==> config.mk <==
export PLATFORM = sky130hd
export DESIGN_NAME = muldiv_unit_flat
export DESIGN_NICKNAME = d
export VERILOG_FILES = /design/src/rtl/muldiv_unit_if.sv /design/src/rtl/muldiv_unit.sv /design/src/flat_wrapper.sv
export SDC_FILE = /design/constraint.sdc
export NUM_CORES = 1
export LEC_CHECK = 0
export CAP_MARGIN = 20
export CORE_AREA = 5 5 280 255
export DETAILED_ROUTE_END_ITERATION = 10
export DIE_AREA = 0 0 285 260
export PLACE_DENSITY = 0.53
export SYNTH_ARGS = -nofsm -noshare
export SYNTH_HDL_FRONTEND = slang
export SYNTH_SLANG_ARGS = --single-unit
==> constraint.sdc <==
create_clock -name clk -period 3.4 [get_ports clk]
set_clock_uncertainty 0.2 [all_clocks]
set_input_delay 0.34 -clock clk [delete_from_list [all_inputs] [get_ports clk]]
set_output_delay 0.34 -clock clk [all_outputs]
set_load 0.01 [all_outputs]
==> src/rtl/muldiv_unit_if.sv <==
// Request/response bundle for muldiv_unit: operation request in, HI/LO state and completion out.
interface muldiv_unit_if #(
  parameter int unsigned WIDTH = 32
);
  logic             start;
  logic [2:0]       op;
  logic [WIDTH-1:0] a;
  logic [WIDTH-1:0] b;
  logic             busy;
  logic             done;
  logic [WIDTH-1:0] hi;
  logic [WIDTH-1:0] lo;
  logic [WIDTH-1:0] rdata;
  logic             div_by_zero;

  modport master (
    output start, op, a, b,
    input  busy, done, hi, lo, rdata, div_by_zero
  );

  modport slave (
    input  start, op, a, b,
    output busy, done, hi, lo, rdata, div_by_zero
  );
endinterface

==> src/rtl/muldiv_unit.sv <==
// Iterative MIPS-style multiply/divide unit with architectural HI/LO registers.
// Optional macro MULDIV_EARLY_OUT_EN: multiply leaves RUN once remaining multiplier bits are zero.
module muldiv_unit #(
  parameter int unsigned WIDTH = 32
) (
  input  logic         clk,
  input  logic         reset,
  muldiv_unit_if.slave bus
);

  localparam int unsigned W2 = 2 * WIDTH;
  localparam int unsigned CW = $clog2(WIDTH + 1);

  localparam logic [2:0] OP_DIVU  = 3'b000;
  localparam logic [2:0] OP_MULTU = 3'b001;
  localparam logic [2:0] OP_DIV   = 3'b010;
  localparam logic [2:0] OP_MULT  = 3'b011;
  localparam logic [2:0] OP_MTHI  = 3'b100;
  localparam logic [2:0] OP_MTLO  = 3'b101;
  localparam logic [2:0] OP_MFHI  = 3'b110;
  localparam logic [2:0] OP_MFLO  = 3'b111;

  typedef enum logic [1:0] {
    S_IDLE = 2'd0,
    S_RUN  = 2'd1,
    S_FIX  = 2'd2
  } state_e;

  state_e           state_q, state_d;
  logic [CW-1:0]    cnt_q, cnt_d;
  logic [W2-1:0]    acc_q, acc_d;        // product accumulator, or {remainder, quotient}
  logic [W2-1:0]    mcand_q, mcand_d;    // shifted multiplicand, or divisor in the low half
  logic [WIDTH-1:0] mplier_q, mplier_d;
  logic             is_div_q, is_div_d;
  logic             neg_res_q, neg_res_d;
  logic             neg_rem_q, neg_rem_d;
  logic [WIDTH-1:0] hi_q, hi_d;
  logic [WIDTH-1:0] lo_q, lo_d;
  logic [WIDTH-1:0] rdata_q, rdata_d;
  logic             busy_q, busy_d;
  logic             done_q, done_d;
  logic             dbz_q, dbz_d;

  logic             op_signed;
  logic             op_is_div;
  logic [WIDTH-1:0] a_mag;
  logic [WIDTH-1:0] b_mag;
  logic [WIDTH:0]   rem_sh;
  logic [WIDTH:0]   rem_diff;
  logic [W2-1:0]    prod_fix;
  logic [WIDTH-1:0] quo_fix;
  logic [WIDTH-1:0] rem_fix;
  logic             last_step;

  // Operand magnitudes; only signed ops take absolute values.
  always_comb begin
    op_signed = (bus.op == OP_DIV) || (bus.op == OP_MULT);
    op_is_div = (bus.op == OP_DIV) || (bus.op == OP_DIVU);
    a_mag     = (op_signed && bus.a[WIDTH-1]) ? (~bus.a + WIDTH'(1)) : bus.a;
    b_mag     = (op_signed && bus.b[WIDTH-1]) ? (~bus.b + WIDTH'(1)) : bus.b;
  end

  // Restoring-divide step and sign fix-up datapath.
  always_comb begin
    rem_sh   = acc_q[W2-1:WIDTH-1];
    rem_diff = rem_sh - {1'b0, mcand_q[WIDTH-1:0]};
    prod_fix = neg_res_q ? (~acc_q + W2'(1)) : acc_q;
    quo_fix  = neg_res_q ? (~acc_q[WIDTH-1:0] + WIDTH'(1)) : acc_q[WIDTH-1:0];
    rem_fix  = neg_rem_q ? (~acc_q[W2-1:WIDTH] + WIDTH'(1)) : acc_q[W2-1:WIDTH];
  end

  always_comb begin
    state_d   = state_q;
    cnt_d     = cnt_q;
    acc_d     = acc_q;
    mcand_d   = mcand_q;
    mplier_d  = mplier_q;
    is_div_d  = is_div_q;
    neg_res_d = neg_res_q;
    neg_rem_d = neg_rem_q;
    hi_d      = hi_q;
    lo_d      = lo_q;
    rdata_d   = rdata_q;
    busy_d    = busy_q;
    done_d    = 1'b0;
    dbz_d     = 1'b0;
    last_step = 1'b0;

    case (state_q)
      S_IDLE: begin
        if (bus.start) begin
          case (bus.op)
            OP_MTHI: begin
              hi_d   = bus.a;
              done_d = 1'b1;
            end
            OP_MTLO: begin
              lo_d   = bus.a;
              done_d = 1'b1;
            end
            OP_MFHI: begin
              rdata_d = hi_q;
              done_d  = 1'b1;
            end
            OP_MFLO: begin
              rdata_d = lo_q;
              done_d  = 1'b1;
            end
            default: begin
              if (op_is_div && (bus.b == '0)) begin
                // Divide by zero bypasses the iteration entirely.
                hi_d   = bus.a;
                lo_d   = '1;
                done_d = 1'b1;
                dbz_d  = 1'b1;
              end else begin
                state_d   = S_RUN;
                busy_d    = 1'b1;
                cnt_d     = CW'(WIDTH);
                is_div_d  = op_is_div;
                neg_res_d = op_signed && (bus.a[WIDTH-1] ^ bus.b[WIDTH-1]);
                neg_rem_d = op_signed && bus.a[WIDTH-1];
                if (op_is_div) begin
                  acc_d    = {{WIDTH{1'b0}}, a_mag};
                  mcand_d  = {{WIDTH{1'b0}}, b_mag};
                  mplier_d = '0;
                end else begin
                  acc_d    = '0;
                  mcand_d  = {{WIDTH{1'b0}}, a_mag};
                  mplier_d = b_mag;
                end
              end
            end
          endcase
        end
      end

      S_RUN: begin
        cnt_d = cnt_q - CW'(1);
        if (is_div_q) begin
          if (!rem_diff[WIDTH]) begin
            acc_d = {rem_diff[WIDTH-1:0], acc_q[WIDTH-2:0], 1'b1};
          end else begin
            acc_d = {acc_q[W2-2:0], 1'b0};
          end
          last_step = (cnt_q == CW'(1));
        end else begin
          if (mplier_q[0]) begin
            acc_d = acc_q + mcand_q;
          end
          mcand_d  = {mcand_q[W2-2:0], 1'b0};
          mplier_d = {1'b0, mplier_q[WIDTH-1:1]};
`ifdef MULDIV_EARLY_OUT_EN
          last_step = (cnt_q == CW'(1)) || (mplier_q[WIDTH-1:1] == '0);
`else
          last_step = (cnt_q == CW'(1));
`endif
        end
        if (last_step) begin
          state_d = S_FIX;
        end
      end

      S_FIX: begin
        if (is_div_q) begin
          hi_d = rem_fix;
          lo_d = quo_fix;
        end else begin
          hi_d = prod_fix[W2-1:WIDTH];
          lo_d = prod_fix[WIDTH-1:0];
        end
        state_d = S_IDLE;
        busy_d  = 1'b0;
        done_d  = 1'b1;
      end

      default: begin
        state_d = S_IDLE;
        busy_d  = 1'b0;
      end
    endcase
  end

  always_ff @(posedge clk) begin
    if (reset) begin
      state_q   <= S_IDLE;
      cnt_q     <= '0;
      acc_q     <= '0;
      mcand_q   <= '0;
      mplier_q  <= '0;
      is_div_q  <= 1'b0;
      neg_res_q <= 1'b0;
      neg_rem_q <= 1'b0;
      hi_q      <= '0;
      lo_q      <= '0;
      rdata_q   <= '0;
      busy_q    <= 1'b0;
      done_q    <= 1'b0;
      dbz_q     <= 1'b0;
    end else begin
      state_q   <= state_d;
      cnt_q     <= cnt_d;
      acc_q     <= acc_d;
      mcand_q   <= mcand_d;
      mplier_q  <= mplier_d;
      is_div_q  <= is_div_d;
      neg_res_q <= neg_res_d;
      neg_rem_q <= neg_rem_d;
      hi_q      <= hi_d;
      lo_q      <= lo_d;
      rdata_q   <= rdata_d;
      busy_q    <= busy_d;
      done_q    <= done_d;
      dbz_q     <= dbz_d;
    end
  end

  assign bus.busy        = busy_q;
  assign bus.done        = done_q;
  assign bus.hi          = hi_q;
  assign bus.lo          = lo_q;
  assign bus.rdata       = rdata_q;
  assign bus.div_by_zero = dbz_q;

endmodule

==> src/flat_wrapper.sv <==
// flat-port wrapper written by rule: the top's interface ports become plain ports
module muldiv_unit_flat 
#(
  parameter int unsigned WIDTH = 32
)
  (clk, reset, bus_start, bus_op, bus_a, bus_b, bus_busy, bus_done, bus_hi, bus_lo, bus_rdata, bus_div_by_zero);
  muldiv_unit_if #(.WIDTH(WIDTH)) bus_i ();
  input  logic clk;
  input  logic reset;
  input wire logic [$bits(bus_i.start)-1:0] bus_start;
  input wire logic [$bits(bus_i.op)-1:0] bus_op;
  input wire logic [$bits(bus_i.a)-1:0] bus_a;
  input wire logic [$bits(bus_i.b)-1:0] bus_b;
  output wire logic [$bits(bus_i.busy)-1:0] bus_busy;
  output wire logic [$bits(bus_i.done)-1:0] bus_done;
  output wire logic [$bits(bus_i.hi)-1:0] bus_hi;
  output wire logic [$bits(bus_i.lo)-1:0] bus_lo;
  output wire logic [$bits(bus_i.rdata)-1:0] bus_rdata;
  output wire logic [$bits(bus_i.div_by_zero)-1:0] bus_div_by_zero;
  assign bus_i.start = bus_start;
  assign bus_i.op = bus_op;
  assign bus_i.a = bus_a;
  assign bus_i.b = bus_b;
  assign bus_busy = bus_i.busy;
  assign bus_done = bus_i.done;
  assign bus_hi = bus_i.hi;
  assign bus_lo = bus_i.lo;
  assign bus_rdata = bus_i.rdata;
  assign bus_div_by_zero = bus_i.div_by_zero;
  muldiv_unit #(.WIDTH(WIDTH)) u_core (.clk(clk), .reset(reset), .bus(bus_i));
endmodule
After elaboration in Yosys (flattened, before gate mapping) --
Cells that the tools add are included.
Word-level totals: register bits 270, bits in latches 0, RAM bits 0, ROM bits 0, bits of input ports 70, output and inout bits 99, logic and storage cells 131, memories 0
Operators by class: $add $sub $neg 8, $mul 0, divide/modulo/power cells 0, $lt $le $gt $ge 0, equal/unequal tests 19, shift-type cells 0, mux-type cells 54, bitwise operators 11, reductions and logical operators 25
Operators by type and width (count):
- $mux 64 | 11
- $mux 32 | 17
- $pmux 32 s2 | 6
- $pmux 64 s2 | 2
- $add 32x1->32 const B | 4
- $not 32->32 | 4
- $add 64x1->64 const B | 1
- $add 64x64->64 | 1
- $not 64->64 | 1
- $sub 33x32->33 | 1
- $logic_not 32->1 | 1
- $reduce_and 4->1 | 6
- $mux 6 | 3
- $eq 3x3->1 const B | 4
- $ne 2x2->1 const B | 6
- $pmux 6 s2 | 1
- $reduce_and 5->1 | 2
- $mux 2 | 4
- $mux 1 | 7
- $reduce_or 7->1 | 1
- $eq 3x2->1 const B | 2
- $eq 6x1->1 const B | 1
- $ne 3x2->1 const B | 2
- $reduce_bool 2->1 | 3
- 16 further kinds | 26

Logic depth before layout (Yosys ltp) --
depth in word-level cells 9, mapped depth 14, depth with buffers taken out 13

Worst setup path before layout --
No wires, ideal clock.
kind register -> register, start register u_core.acc_q[31], end register u_core.acc_q[47], setup time 130 ps, data arrival time 3339 ps, data required time 3070 ps, setup slack -269 ps, stages on the path, launching flop included 14, buffers on the path 2, period minus slack after synthesis 3669 ps, cell sequence dfxtp_1 inv_1 ha_1 fa_1 nor2b_1 o2111ai_1 a211oi_1 o211ai_1 a211o_1 nand3_1 buf_1 clkbuf_1 mux2i_1 o21ai_0
Between the ends: word-level cells in the longest chain between the ends 4, elaborated cells on any way between the ends 6
Ends and longest elaborated chain:
- start: declaration | line muldiv_unit.sv:31 | logic [W2-1:0] acc_q, acc_d;
- start signal: assignment | line muldiv_unit.sv:188 | acc_q <= '0;
- start signal: assignment | line muldiv_unit.sv:203 | acc_q <= acc_d;
- $add 64x64->64 / $sub 33x32->33 (equally long branches) | line muldiv_unit.sv:149, muldiv_unit.sv:66
- $mux 64, on equally long branches | line muldiv_unit.sv:148, muldiv_unit.sv:141
- $mux 64 * | line muldiv_unit.sv:140 | if (is_div_q) begin
- $pmux 64 s2 * | line muldiv_unit.sv:89 | case (state_q)
Mark *: on every way between the ends. The rest lies on a longest branch, timed or not. The select of a mux whose other input is x is not followed. A chain may end at the register's enable or synchronous reset.

Worst setup path in the final report --
start register u_core.acc_q[20], end register u_core.hi_q[9], in the netlist u_core.bus.hi[9]
Between the ends: word-level cells in the longest chain between the ends 5
Ends and longest elaborated chain:
- $not 64->64 | line muldiv_unit.sv:67 | prod_fix = neg_res_q ? (~acc_q + W2'(1)) : acc_q;
- $add 64x1->64 | line muldiv_unit.sv:67
- $mux 64 | line muldiv_unit.sv:67
- $mux 32 | line muldiv_unit.sv:165 | if (is_div_q) begin
- $pmux 32 s2 | line muldiv_unit.sv:89
- end signal: assignment | line muldiv_unit.sv:209 | hi_q <= hi_d;
- end: declaration | line muldiv_unit.sv:37 | logic [WIDTH-1:0] hi_q, hi_d;
Every way passes these cells.

==> impl_metrics.toml <==
[grt]
first_global_vias = 22830
gr-total-overflow = 0
gr-usage-all-layers_pct = 24.8
grt_antenna_before_repair = 0
grt_start_max_net_pins = 200
grt_pass1_wl_mm = 144

[logic_synthesis]
synth-async-reset-ratio_pct = 0
synth-compound-area-share_pct = 30.7
synthDominantAreaCellType = "dfxtp_1"
synth_simple_gate_area_share_pct = 20.9
seq_area_frac_synth_pct = 26.7
synth.yosys.warnings = 0
top_ff_cell_synth = "dfxtp_1"
synth_top_family_by_area = "compound AO/OA/AOI/OAI gates"
xor_and_xnor_fraction_of_the_mapped_netlist_area_pct = 8.75
syn_avg_cell_area_sq_um = 7.47
yosys.area.top_type_share_pct = 26.7
netlist_area_sq_um = 20200
top_area_cells_in_the_synthesized_netlist = "dfxtp_1 27%, ha_1 6.2%, nor2_1 6.1%, a21oi_1 6.1%, xnor2_1 5.0%"
synth-edff-count = 0
synth_mux_area_share_pct = 1.47
synth_cell_types = 80
post_synth_inst_count = 2707
synth-adder-area-share_pct = 6.45
net_count_of_the_mapped_netlist = 2880
yosys_reg_bits = 270

[cts]
tritoncts = "built"
cts_inserted_buffers = 37
cts_num_sinks = 270
clock_latency_ps = 570
clk_root_buf = "clkbuf_16"
cts_max_level = 2
cts_buffer_depth = 3
clk_pin_slew_ps = 70
post_cts_hold_buffer_count = 0

[power_and_ir_drop]
pwr-share-seq_pct = 32.1
cellInternalPower_mw = 7.23
irDropWorstVdd_v = 0.000290
pwr-share-comb_pct = 30.8
leak_pwr_nw = 12.4
power.total_mw = 10.9
clock_power_share_pct = 37.1
power_switching_share_pct = 33.8
switching_power_mw = 3.69
power_per_cell_area_nw_per_um2 = 366

[job]
max-cap-violations = 0

[sta]
hold-worst-slack_ps = 60.1
finalWorstSetupSlack_ps = -181
worst-slew-pin-transition_ps = 977
finalSetupTns_ps = -1270
total_count_of_hold_check_failures_in_the_final_report = 0
rsz0062_at_grt = "yes"
timing.final.crit_share_pct = 105
timing.final.crit_period_ps = 3580
timing_max_transition_violations_final = 0
timing.final.setup_violations = 20
max_freq_ghz = 0.279
max_slew_margin_pct = 34.9

[worst_setup_path]
worst-path-stages = 13
critical-path-slowest-cell = "or4_4"
worst_path_dominant_cell_family = "simple AND/OR/NAND/NOR gates"
timing.reg2reg.setup_slack_ps = -180
worst-path-buf-inv = 3
worst-endpoint-arrival_ps = 3860
critical_path_type = "reg2reg"
critical_path.max_fanout = 4
rr_endpoint = "u_core.bus.hi[9]"
setup.worst_path.end_class = "flop"
critPathLaunchType = "flop"
r2r-start = "u_core.acc_q[20]"
critPathLaunch = "u_core.acc_q[20]"
critical_path.max_stage_delay_ps = 530
worst_ep_required_time_ps = 3680
reg2reg_depth = 13
critical_path.cell_chain = "or4_4 > or4_4 > or4_4 > nor4_4 > buf_4 > a21oi_4 > a31oi_4 > buf_4 > nand2_1 > xor2_1 > buf_4 > nand2_1 > a311oi_2"

[final_layout]
postLayoutCellArea_sq_um = 29800
area_growth_syn_to_layout_pct = 47.3
finalNetCount = 3511
most_frequent_standard_cell_in_the_layout_excluding_fill_and_tap_cells = "buf_4"
diodes = 0
drive_gt1_share_pct = 27.6
layout_common_cells = "577 x buf_4, 314 x nor2_1, 250 x nand2_1"

[worst_hold_path]
hold_path_end = "u_core.acc_q[54]"
hp-start = "reset"
holdPathStages = 2
path_category_of_the_worst_min_delay_check = "in2reg"

[die]
fp.dieW_microns = 285
fp.dieH_microns = 260
placementRows = 91
io-pin-count = 169
die_area_sq_um = 74100
initial_utilization_pct = 29.8
core_area_sq_um = 68000

[place]
placement.cell_area_sq_um = 26800
port_buffers = 168
place_ws_ps = -505
gp_routability_congestion = 0.977
dp_hpwl_mm = 77.1

[drt]
dr_vias = 23685
drt_wl_total_mm = 97.0
routedWlPerCell_microns = 22.8
vias_per_cell = 5.57
firstDrtPassIters = 7
initialDrtViolationCount = 2134
ant_nets = 0
route.detailed.drc = 0

[outcome]
violations_in_the_final_reports = "setup timing"
outcome = "finished, violations left"
-- metrics by stage --
| step | util [%] | std cells |
|---|---|---|
| floorplan | - | 2707 |
| global placement | 39.5 | 4145 |
| detailed placement | 39.5 | 4146 |
| CTS | 42.4 | 4229 |
| global route | 43.8 | 4249 |
| finish | 43.8 | 4249 |
-- state kept, by name, indices dropped and copies added, names as in the netlist --
name                    count
u_core.neg_rem_q            1
u_core.bus.hi              32
u_core.bus.rdata           32
u_core.cnt_q                6
u_core.mplier_q            32
u_core.neg_res_q            1
u_core.is_div_q             1
u_core.mcand_q             64
u_core.state_q              2
u_core.bus.done             1
u_core.bus.busy             1
u_core.bus.div_by_zero      1
u_core.acc_q               64
u_core.bus.lo              32
-- power groups by stage --
stage / Sequential, mW / Combinational [mW] / Clock [mW]
final: 3.50 / 3.37 / 4.05
after global placement: 3.55 / 3.03 / 0
after global routing: 3.51 / 3.58 / 4.24
after detailed placement: 3.55 / 3.05 / 0
after floorplan: 3.54 / 1.48 / 0
after CTS: 3.48 / 3.17 / 4.11
-- worst reg2reg max path, delay by kind of cell, from the launching register on --
kind,cells,cell delay (ps)
AOI/OAI and AO/OA,3,560
DFF,1,330
and+or+nand+nor,6,1760
xor gates and xnor gates,1,150
buffers and inverters,3,510
-- cell families after synthesis --
group | Yosys count
multiplexers | 29
flip-flops | 270
XOR/XNOR | 202
buffers and inverters | 265
AND/OR/NAND/NOR | 921
AO/OA/AOI/OAI | 917
adder cells (fa/ha/maj) | 103
-- synth_stat cells (12+ instances only) --
cell / count
nand2_1: 260
o21ai_0: 149
a311oi_1: 30
o21bai_1: 22
nand2b_1: 35
a21o_1: 75
clkbuf_1: 168
o221ai_1: 42
a22oi_1: 47
o41ai_1: 17
a221o_1: 19
mux2i_1: 23
nand3_1: 32
a222oi_1: 26
ha_1: 101
nor3_1: 94
and3_1: 20
buf_2: 12
a221oi_1: 33
nor2b_1: 20
or2_2: 14
o22ai_1: 12
a21oi_1: 246
dfxtp_1: 270
nand4_1: 26
o211ai_1: 23
a211oi_1: 72
or3_1: 17
nor2_1: 331
or4_1: 12
inv_1: 74
nor4_1: 19
o31ai_1: 20
xor2_1: 86
xnor2_1: 116
a31oi_1: 16
-- how the worst max path moves through the flow --
| stage | to | slack (ps) |
|---|---|---|
| 6_report | u_core.bus.hi[9] | -180 |
| 5_1_grt | u_core.bus.hi[9] | -310 |
| 4_1_cts | u_core.bus.hi[5] | -150 |
| 3_5_place_dp | u_core.acc_q[25] | -500 |
| 3_3_place_gp | u_core.mcand_q[4] | -510 |
| 2_1_floorplan | u_core.acc_q[60] | -10 |
-- area by class of cell --
cell class	count	area, sq um
well taps	883	1100
fillers	6703	38200
inverters	75	284
clock inverters	22	273
flip-flops and latches	270	5450
multi-input cells	2172	15100
clock buffers	45	976
repair buffers	782	6580
-- routing by layer --
layer	global-route usage (%)	routed length [microns]	share of wire [%]	vias up
met1	34.8	43900	45	11368
met5	0	0	0	-
met3	4.15	7730	8.0	137
li1	-	-	-	11270
met2	39.4	42100	43	910
met4	6.47	3260	3.4	0
-- repair_timing --
action | 4_1_cts | 5_1_grt
gates resized for setup | 142 | 182
pin swaps | 53 | 78
endpoints found under the setup margin | 62 | 118
buffers inserted | 18 | 26
No activity file was read; power rests on OpenSTA's default activity.
